<file path="config.mk">
export PLATFORM = sky130hd
export DESIGN_NAME = lap_recorder
export DESIGN_NICKNAME = d
export VERILOG_FILES = /design/src/rtl/stopwatch_pkg.sv /design/src/rtl/time_split_sub.sv /design/src/rtl/lap_recorder.sv
export SDC_FILE = /design/constraint.sdc
export NUM_CORES = 1
export LEC_CHECK = 0
export ABC_AREA = 1
export BUFFER_PORTS_ARGS = -buffer_cell sky130_fd_sc_hd__buf_2
export CELL_PAD_IN_SITES_DETAIL_PLACEMENT = 0
export CELL_PAD_IN_SITES_GLOBAL_PLACEMENT = 2
export CORE_ASPECT_RATIO = 0.75
export CORE_MARGIN = 8
export CORE_UTILIZATION = 39
export CTS_CLUSTER_SIZE = 25
export DETAILED_ROUTE_END_ITERATION = 8
export PLACE_DENSITY_LB_ADDON = 0.1
export SYNTH_ARGS = -nofsm -noshare
export SYNTH_HDL_FRONTEND = slang
export SYNTH_SLANG_ARGS = --single-unit
</file>
<file path="constraint.sdc">
create_clock -name clock -period 2.5 [get_ports clock]
set_clock_uncertainty 0.1 [all_clocks]
set_input_delay 0.125 -clock clock [delete_from_list [all_inputs] [get_ports clock]]
set_output_delay 0.125 -clock clock [all_outputs]
set_load 0.01 [all_outputs]
</file>
<file path="src/rtl/stopwatch_pkg.sv">
// Shared stopwatch types: time bundle, lap FSM states, radix constants.
// Imported by lap_recorder and time_split_sub.
package stopwatch_pkg;

    typedef struct packed {
        logic [5:0] hour;
        logic [5:0] minute;
        logic [5:0] second;
        logic [6:0] m_sec;
    } time_t;

    typedef enum logic [1:0] {
        LIVE   = 2'd0,
        HOLD   = 2'd1,
        BROWSE = 2'd2
    } lap_state_t;

    localparam logic [6:0] MSEC_MOD = 7'd100;
    localparam logic [5:0] SEC_MOD  = 6'd60;
    localparam logic [5:0] MIN_MOD  = 6'd60;
    localparam logic [5:0] HOUR_MOD = 6'd24;

endpackage

</file>
<file path="src/rtl/time_split_sub.sv">
// Mixed-radix time subtractor: d = a - b, wrapping hours mod 24.
// Each field borrows from the next coarser one.
import stopwatch_pkg::*;

module time_split_sub (
    input  time_t a,
    input  time_t b,
    output time_t d
);

    logic b_ms;
    logic b_s;
    logic b_m;

    // Ripple the borrow from hundredths up to hours
    always_comb begin
        d    = '0;
        b_ms = a.m_sec < b.m_sec;
        d.m_sec = a.m_sec - b.m_sec
                + (b_ms ? MSEC_MOD : 7'd0);
        b_s  = {1'b0, a.second}
             < ({1'b0, b.second} + {6'd0, b_ms});
        d.second = a.second - b.second
                 - {5'd0, b_ms}
                 + (b_s ? SEC_MOD : 6'd0);
        b_m  = {1'b0, a.minute}
             < ({1'b0, b.minute} + {6'd0, b_s});
        d.minute = a.minute - b.minute
                 - {5'd0, b_s}
                 + (b_m ? MIN_MOD : 6'd0);
        d.hour = a.hour - b.hour
               - {5'd0, b_m}
               + ((a.hour < b.hour + {5'd0, b_m})
                  ? HOUR_MOD : 6'd0);
    end

endmodule

</file>
<file path="src/rtl/lap_recorder.sv">
// Lap capture / hold / browse selector for the stopwatch display.
// Define LAP_SPLIT_EN to show split times (not cumulative) while in HOLD.
import stopwatch_pkg::*;

module lap_recorder #(
    parameter int DEPTH       = 8,
    parameter int HOLD_CYCLES = 150_000_000
) (
    input  logic                     clock,
    input  logic                     reset_n,
    input  logic                     run,
    input  logic                     lap,
    input  logic                     recall,
    input  logic                     clear,
    input  logic [5:0]               hour,
    input  logic [5:0]               minute,
    input  logic [5:0]               second,
    input  logic [6:0]               m_sec,
    output logic [5:0]               disp_hour,
    output logic [5:0]               disp_minute,
    output logic [5:0]               disp_second,
    output logic [6:0]               disp_m_sec,
    output logic [$clog2(DEPTH)-1:0] lap_index,
    output logic                     showing_lap,
    output logic [$clog2(DEPTH):0]   lap_count
);

    localparam int AW = $clog2(DEPTH);
    localparam int TW = $clog2(HOLD_CYCLES + 1);

    time_t            live_t;
    time_t            hold_view;
    time_t            disp_q;
    time_t            mem [DEPTH];
    lap_state_t       state;
    logic [AW-1:0]    wr_ptr;
    logic [AW-1:0]    rd_ptr;
    logic [AW-1:0]    oldest;
    logic [AW-1:0]    newest;
    logic [AW-1:0]    br_ptr;
    logic [TW-1:0]    timer;
    logic             do_clear;
    logic             do_lap;
    logic             do_recall;
    logic             browse_end;

    assign live_t = '{hour: hour, minute: minute,
                      second: second, m_sec: m_sec};

    // A lap with run low counts as absent, so a recall may still act
    assign do_clear  = clear;
    assign do_lap    = !clear && lap && run;
    assign do_recall = !clear && !do_lap && recall
                    && (lap_count != '0);

    assign oldest     = wr_ptr - lap_count[AW-1:0];
    assign newest     = wr_ptr - AW'(1);
    assign browse_end = (state == BROWSE) && (rd_ptr == newest);
    assign br_ptr     = (state == BROWSE) ? rd_ptr + AW'(1) : oldest;

`ifdef LAP_SPLIT_EN
    time_t prev_q;
    time_t split;

    time_split_sub u_split (
        .a (live_t),
        .b (prev_q),
        .d (split)
    );

    assign hold_view = split;

    // Previous capture; zero after clear so the first split is absolute
    always_ff @(posedge clock or negedge reset_n) begin
        if (!reset_n)      prev_q <= '0;
        else if (do_clear) prev_q <= '0;
        else if (do_lap)   prev_q <= live_t;
    end
`else
    assign hold_view = live_t;
`endif

    // Lap memory: contents need no reset, lap_count marks validity
    always_ff @(posedge clock) begin
        if (do_lap) mem[wr_ptr] <= live_t;
    end

    // Event handling, state machine and registered display outputs
    always_ff @(posedge clock or negedge reset_n) begin
        if (!reset_n) begin
            state       <= LIVE;
            wr_ptr      <= '0;
            rd_ptr      <= '0;
            lap_count   <= '0;
            timer       <= '0;
            disp_q      <= '0;
            lap_index   <= '0;
            showing_lap <= 1'b0;
        end else begin
            unique case (1'b1)
                do_clear: begin
                    state       <= LIVE;
                    wr_ptr      <= '0;
                    lap_count   <= '0;
                    timer       <= '0;
                    disp_q      <= live_t;
                    lap_index   <= '0;
                    showing_lap <= 1'b0;
                end
                do_lap: begin
                    state       <= HOLD;
                    wr_ptr      <= wr_ptr + AW'(1);
                    if (lap_count != (AW+1)'(DEPTH))
                        lap_count <= lap_count + (AW+1)'(1);
                    timer       <= TW'(HOLD_CYCLES - 1);
                    disp_q      <= hold_view;
                    lap_index   <= wr_ptr;
                    showing_lap <= 1'b1;
                end
                do_recall: begin
                    if (browse_end) begin
                        state       <= LIVE;
                        disp_q      <= live_t;
                        lap_index   <= '0;
                        showing_lap <= 1'b0;
                    end else begin
                        state       <= BROWSE;
                        rd_ptr      <= br_ptr;
                        disp_q      <= mem[br_ptr];
                        lap_index   <= br_ptr;
                        showing_lap <= 1'b1;
                    end
                end
                default: begin
                    unique case (state)
                        LIVE: disp_q <= live_t;
                        HOLD: begin
                            if (timer == '0) begin
                                state       <= LIVE;
                                disp_q      <= live_t;
                                lap_index   <= '0;
                                showing_lap <= 1'b0;
                            end else begin
                                timer <= timer - TW'(1);
                            end
                        end
                        BROWSE: ;
                        default: state <= LIVE;
                    endcase
                end
            endcase
        end
    end

    assign disp_hour   = disp_q.hour;
    assign disp_minute = disp_q.minute;
    assign disp_second = disp_q.second;
    assign disp_m_sec  = disp_q.m_sec;

endmodule

</file>
# == Word level (Yosys, flattened, before mapping) ==
# Memories as Yosys holds them, arrays and structs flattened.
# Index checks and enable logic that the tools add are counted.
# word_totals
wordCells,78
regBits,69
memories,1
ram_bits,200
out_inout_bits,33
mem_bits_ro,0
inputBits,31
latch_bits,0
# mem_list
memory,words,word_bits,rd,rd_ports_with_merged_regs,wr,line_no,source
mem,8,25,1,0,1,lap_recorder.sv:34,time_t mem [DEPTH];
# classes
multipliers,0
bitwise_logic,2
n_addsub,6
div,0
mux,25
shifts,0
reduce_logical,24
eq_ne,9
n_lt_le_gt_ge,0
# op_table
operator,n
$pmux W25 S2,2
$pmux W28 S3,1
$mux W28,2
$mux W25,2
$logic_not A28 Y1,1
$sub A28 B1 Y28 const B,1
$reduce_bool A4 Y1,4
$mux W3,4
$reduce_and A2 Y1,5
$pmux W3 S3,1
$ne A4 B4 Y1 const B,2
$pmux W4 S2,1
$add A3 B1 Y3 const B,2
$logic_and A1 B1 Y1,6
$pmux W2 S3,1
$pmux W3 S2,1
$mux W1,5
$ne A5 B5 Y1 const B,1
$add A4 B1 Y4 const B,1
$mux W2,2
$mux W4,1
$ne A4 B1 Y1 const B,1
$pmux W2 S2,1
$reduce_or A2 Y1,2
14 further kinds,16

# == Depth between registers and ports, before layout ==
# depth
depth_word,9
depth_mapped,15
ltp_nobuf,14

# == Worst setup path before layout ==
# OpenSTA, ideal clock, no wires.
# synth_path
kind,input -> register
startpoint,input port clear
endpoint,"memory mem[1][0] in the netlist's numbering, enable pin"
n_path_buf,1
setup_ns,0.407
t_required_ns,1.993
path_stages,4
setup_slack_ns,0.092
arrival_time_ns,1.901
path_cell_list,clkbuf_1 nor2_1 nand2_1 nor2_1
# synth_via
elab_chain_len,5
# synth_rtl
element,line_no,source
start: declaration,lap_recorder.sv:14,"input logic clear,"
$logic_not A1 Y1,lap_recorder.sv:52,assign do_lap = !clear && lap && run;
$logic_and A1 B1 Y1 (2 in a row),lap_recorder.sv:52,
$mux W1,lap_recorder.sv:85,if (do_lap) mem[wr_ptr] <= live_t;
$mux W1 (implied by the code),lap_recorder.sv:85,
end: declaration,lap_recorder.sv:34,
# Every way passes these cells.

# == Worst setup path in the final report ==
# layout_path
startpoint,register wr_ptr[0]
endpoint,register disp_q (netlist bit disp_minute[5])
# layout_via
elab_chain_len,5
word_cells_on_any_way,8
cone_classes,add/sub: 2; eq/ne: 1; mux: 3; reduce/logical: 1; memory: 1
# layout_rtl
element,line_no,source
start: declaration,lap_recorder.sv:36,logic [AW-1:0] wr_ptr;
start signal: assignment,lap_recorder.sv:112,wr_ptr <= wr_ptr + AW'(1);
$sub A3 B3 Y3 / $sub A3 B1 Y3 (equally long branches),"lap_recorder.sv:56, lap_recorder.sv:57",
$mux W3 / $eq A3 B3 Y1 (equally long branches),"lap_recorder.sv:59, lap_recorder.sv:58",
$mem_v2 Z8 W25 / $logic_and A1 B1 Y1 (equally long branches),n/a,
$mux W25 *,lap_recorder.sv:121,if (browse_end) begin
$pmux W25 S2 *,lap_recorder.sv:100,unique case (1'b1)
end signal: assignment,lap_recorder.sv:106,disp_q <= live_t;
end signal: assignment,lap_recorder.sv:123,disp_q <= live_t;
end signal: assignment,lap_recorder.sv:129,disp_q <= mem[br_ptr];
end: declaration,lap_recorder.sv:33,time_t disp_q;
# Mark *: on every way between the ends. The rest lies on a longest branch, timed or not.
# A chain may end at the register's enable or synchronous reset.

==> results.tsv <==
metric	value	unit
synth warn	0	
worst r2r src	wr_ptr[0]$_DFFE_PN0P_	
Worst-path clk slew	0.06	ns
Max Fclk	423.5	MHz
worst path cell trace	inv_2 > ha_4 > inv_2 > fa_1 > inv_2 > nand2_4 > o21ai_4 > buf_12 > clkbuf_16 > nand3_1 > nand2_1 > nand3_1 > nand3_1 > nand2_1 > nand2_1	
reg2reg end	disp_minute[5]$_DFFE_PN0P_	
total grt overflow	0	
Die ar.	38220	um2
pre-CTS WS	0.04599	ns
Final WS setup	0.1385	ns
CP Launch Point	wr_ptr[0]$_DFFE_PN0P_	
Total Wirelength	36950	um
met1 GRT Util	0.2849	
antenna fix cells	0	
most used routing layer	met2	
Slowest Stage Delay on Critical Path	0.58	ns
placed inst area	13800	um2
Total GRT Usage	0.1906	
Area Growth Syn to Fin	21.45	%
GR Layer Usage met3	0.02573	
Leak	0.006722	uW
Slowest-stage cell, CP	fa_1	
TritonCTS clock tree	yes	
Power, Total	15290	uW
RD Place Congestion	0.7642	
Worst Hold End	mem[4][6]$_DFFE_PP_	
number of vias after detailed routing	9559	
Syn Std Cell Area	12550	um2
Die W	223.1	um
WP data arrival	2.71	ns
commonest non-fill, non-tap cell in the layout	nand2_1	
commonest cells after routing, fill and taps aside	nand2_1 (423), nand3_1 (200), edfxtp_1 (200)	
drc violations	0	
drt first pass iters	5	
post-synthesis instance total	1354	
antenna violations before repair	1	
Yosys cell types	34	
status	complete, no violations	
relative slew slack	0.6470	
Slew Viols, Final	0	
Clock Latency Late Sink	0.57	ns
DPL Wire Length	20940	um
Crit Path Category	reg2reg	
Post-Syn Nets	1393	
Routed WL per cell	19.30	um
Top-Level Pins	64	
Critical Path RT	2.85	ns
Final Instance Area	15240	um2
Max clock buf depth	3	
Starting Density	0.3918	
post-detailed-route count of antenna-violating nets	0	
number of buffers created by CTS	29	
sequential element share of the synthesized area	0.6163	
pwr dens	1003	nW/um2
Row Count	57	
setup TNS	0	ns
Die H	171.3	um
reg2reg path depth	15	
RSZ-0062 raised after global routing	false	
largest net degree at the start of global routing	53	
max_cap viols	0	
iteration-0 DRC count of the detailed router	690	
number of synthesized register bits	269	
hold slack	0.2950	ns
VDD IR-drop max	0.0004966	V
port bufs	63	
Global Route met2 Usage	0.2923	
Setup crit end kind	flip-flop	
H-tree levels	1	
Via density	4.994	
post-route clock period utilization	0.9446	
first-pass GRT wire length	56230	um
Filler cells	3053	
reg-to-reg slack, setup	0.14	ns
worst hold start	m_sec[6]	
clk sinks	269	
core area	32020	um2
clk root buf	clkbuf_16	
hold depth	2	
final setup vio count	0	
vias in the first global route	9152	
CP Launch Type	flip-flop	
minimum clock period	2.361	ns
Hold Path Class	in2reg	
worst-path maximum fanout	8	
Final Hold Viols	0	
worst-margin pin slew	0.5275	ns
Final nets	1517	
layout cells sized above 1	0.1372	
Synth Area per Inst	9.266	um2
==> area by class of cell <==
cell class	count	area, um2	area share
flip-flops and latches	269	7734	0.5076
multi-input cells	857	4003	0.2627
well taps	413	516.7	0.03391
clock buffers	38	779.5	0.05116
clock inverters	16	110.1	0.007226
inverters	174	655.6	0.04303
repair buffers	147	1439	0.09443
==> synthesized netlist by cell type, drive strengths merged <==
| master | count | area, um2 |
|---|---|---|
| nand4 | 9 | 56.30 |
| nor2 | 90 | 369.1 |
| buf | 43 | 257.7 |
| nand3 | 204 | 1026 |
| ha | 7 | 87.58 |
| a31oi | 4 | 40.04 |
| nand3b | 1 | 7.510 |
| o22ai | 5 | 31.28 |
| edfxtp | 200 | 6006 |
| inv | 174 | 655.6 |
| nor4 | 1 | 6.260 |
| and2 | 1 | 6.260 |
| nor3 | 1 | 5.000 |
| o21ai | 77 | 385.4 |
| xnor2 | 3 | 26.28 |
| xor2 | 7 | 61.31 |
| clkbuf | 12 | 45.04 |
| nand2 | 435 | 1665 |
| dfrtp | 69 | 1727 |
| a21oi | 10 | 61.31 |
| fa | 1 | 20.02 |
==> stage by stage <==
stage	util	std cells
final	0.4758	1914
after CTS	0.4693	1905
after global routing	0.4758	1914
after floorplan	-	1354
after detailed placement	0.4309	1818
after global placement	0.4309	1818
==> registers in the layout, summed over array words and instances (netlist names) <==
| name | cells |
|---|---|
| rd_ptr | 3 |
| disp_hour | 6 |
| wr_ptr | 3 |
| disp_second | 6 |
| lap_index | 3 |
| showing_lap | 1 |
| disp_m_sec | 7 |
| lap_count | 4 |
| state | 2 |
| disp_minute | 6 |
| mem | 200 |
| timer | 28 |
==> how the worst max path moves through the flow <==
stage                            endpoint  slack (ns)  depth (start not counted)
4_1_cts        disp_second[5]$_DFFE_PN0P_        0.05                         13
5_1_grt        disp_minute[4]$_DFFE_PN0P_        0.02                         15
6_report       disp_minute[5]$_DFFE_PN0P_        0.14                         15
2_1_floorplan         mem[1][0]$_DFFE_PP_        0.09                          4
3_5_place_dp   disp_second[5]$_DFFE_PN0P_        0.05                         13
3_3_place_gp   disp_second[5]$_DFFE_PN0P_        0.07                         13
==> logic make-up (layout without fill, tap and decap cells) <==
kind of cell / Yosys count / in the layout / share of synthesized area
xor gates and xnor gates: 10 / 10 / 0.006982
and+or+nand+nor: 742 / 742 / 0.2504
adders and majority gates: 8 / 8 / 0.008577
buffers and inverters: 229 / 375 / 0.07639
AOI/OAI and AO/OA: 96 / 97 / 0.04129
DFF: 269 / 269 / 0.6163
==> what timing repair did <==
item	4_1_cts	5_1_grt
resized for setup	0	23
endpoints found under the hold margin	309	0
endpoints found under the setup margin	0	22
hold buffers	33	0
setup buffers	0	5
==> layer usage <==
metal | wire, um | share of wire
met5 | 8 | 0.00022
met4 | 713 | 0.019
met3 | 1606 | 0.043
met2 | 15860 | 0.43
met1 | 18760 | 0.51
==> report_power, final <==
group          internal, uW  switching, uW  leakage, uW  total [uW]
clock network          2300           1790     0.000441        4090
registers              5060            229      0.00269        5290
logic                  2190           3720      0.00359        5910
total                  9540           5740      0.00672       15300
==> critical path, delay by kind of cell (launching register included) <==
family / cells / cell delay (ns)
adder cells (fa/ha/maj): 2 / 0.70
buffers and inverters: 5 / 0.50
AO/OA/AOI/OAI: 1 / 0.08
flip-flops: 1 / 0.39
AND/OR/NAND/NOR: 7 / 0.49
(Power assumes the default switching activity.)
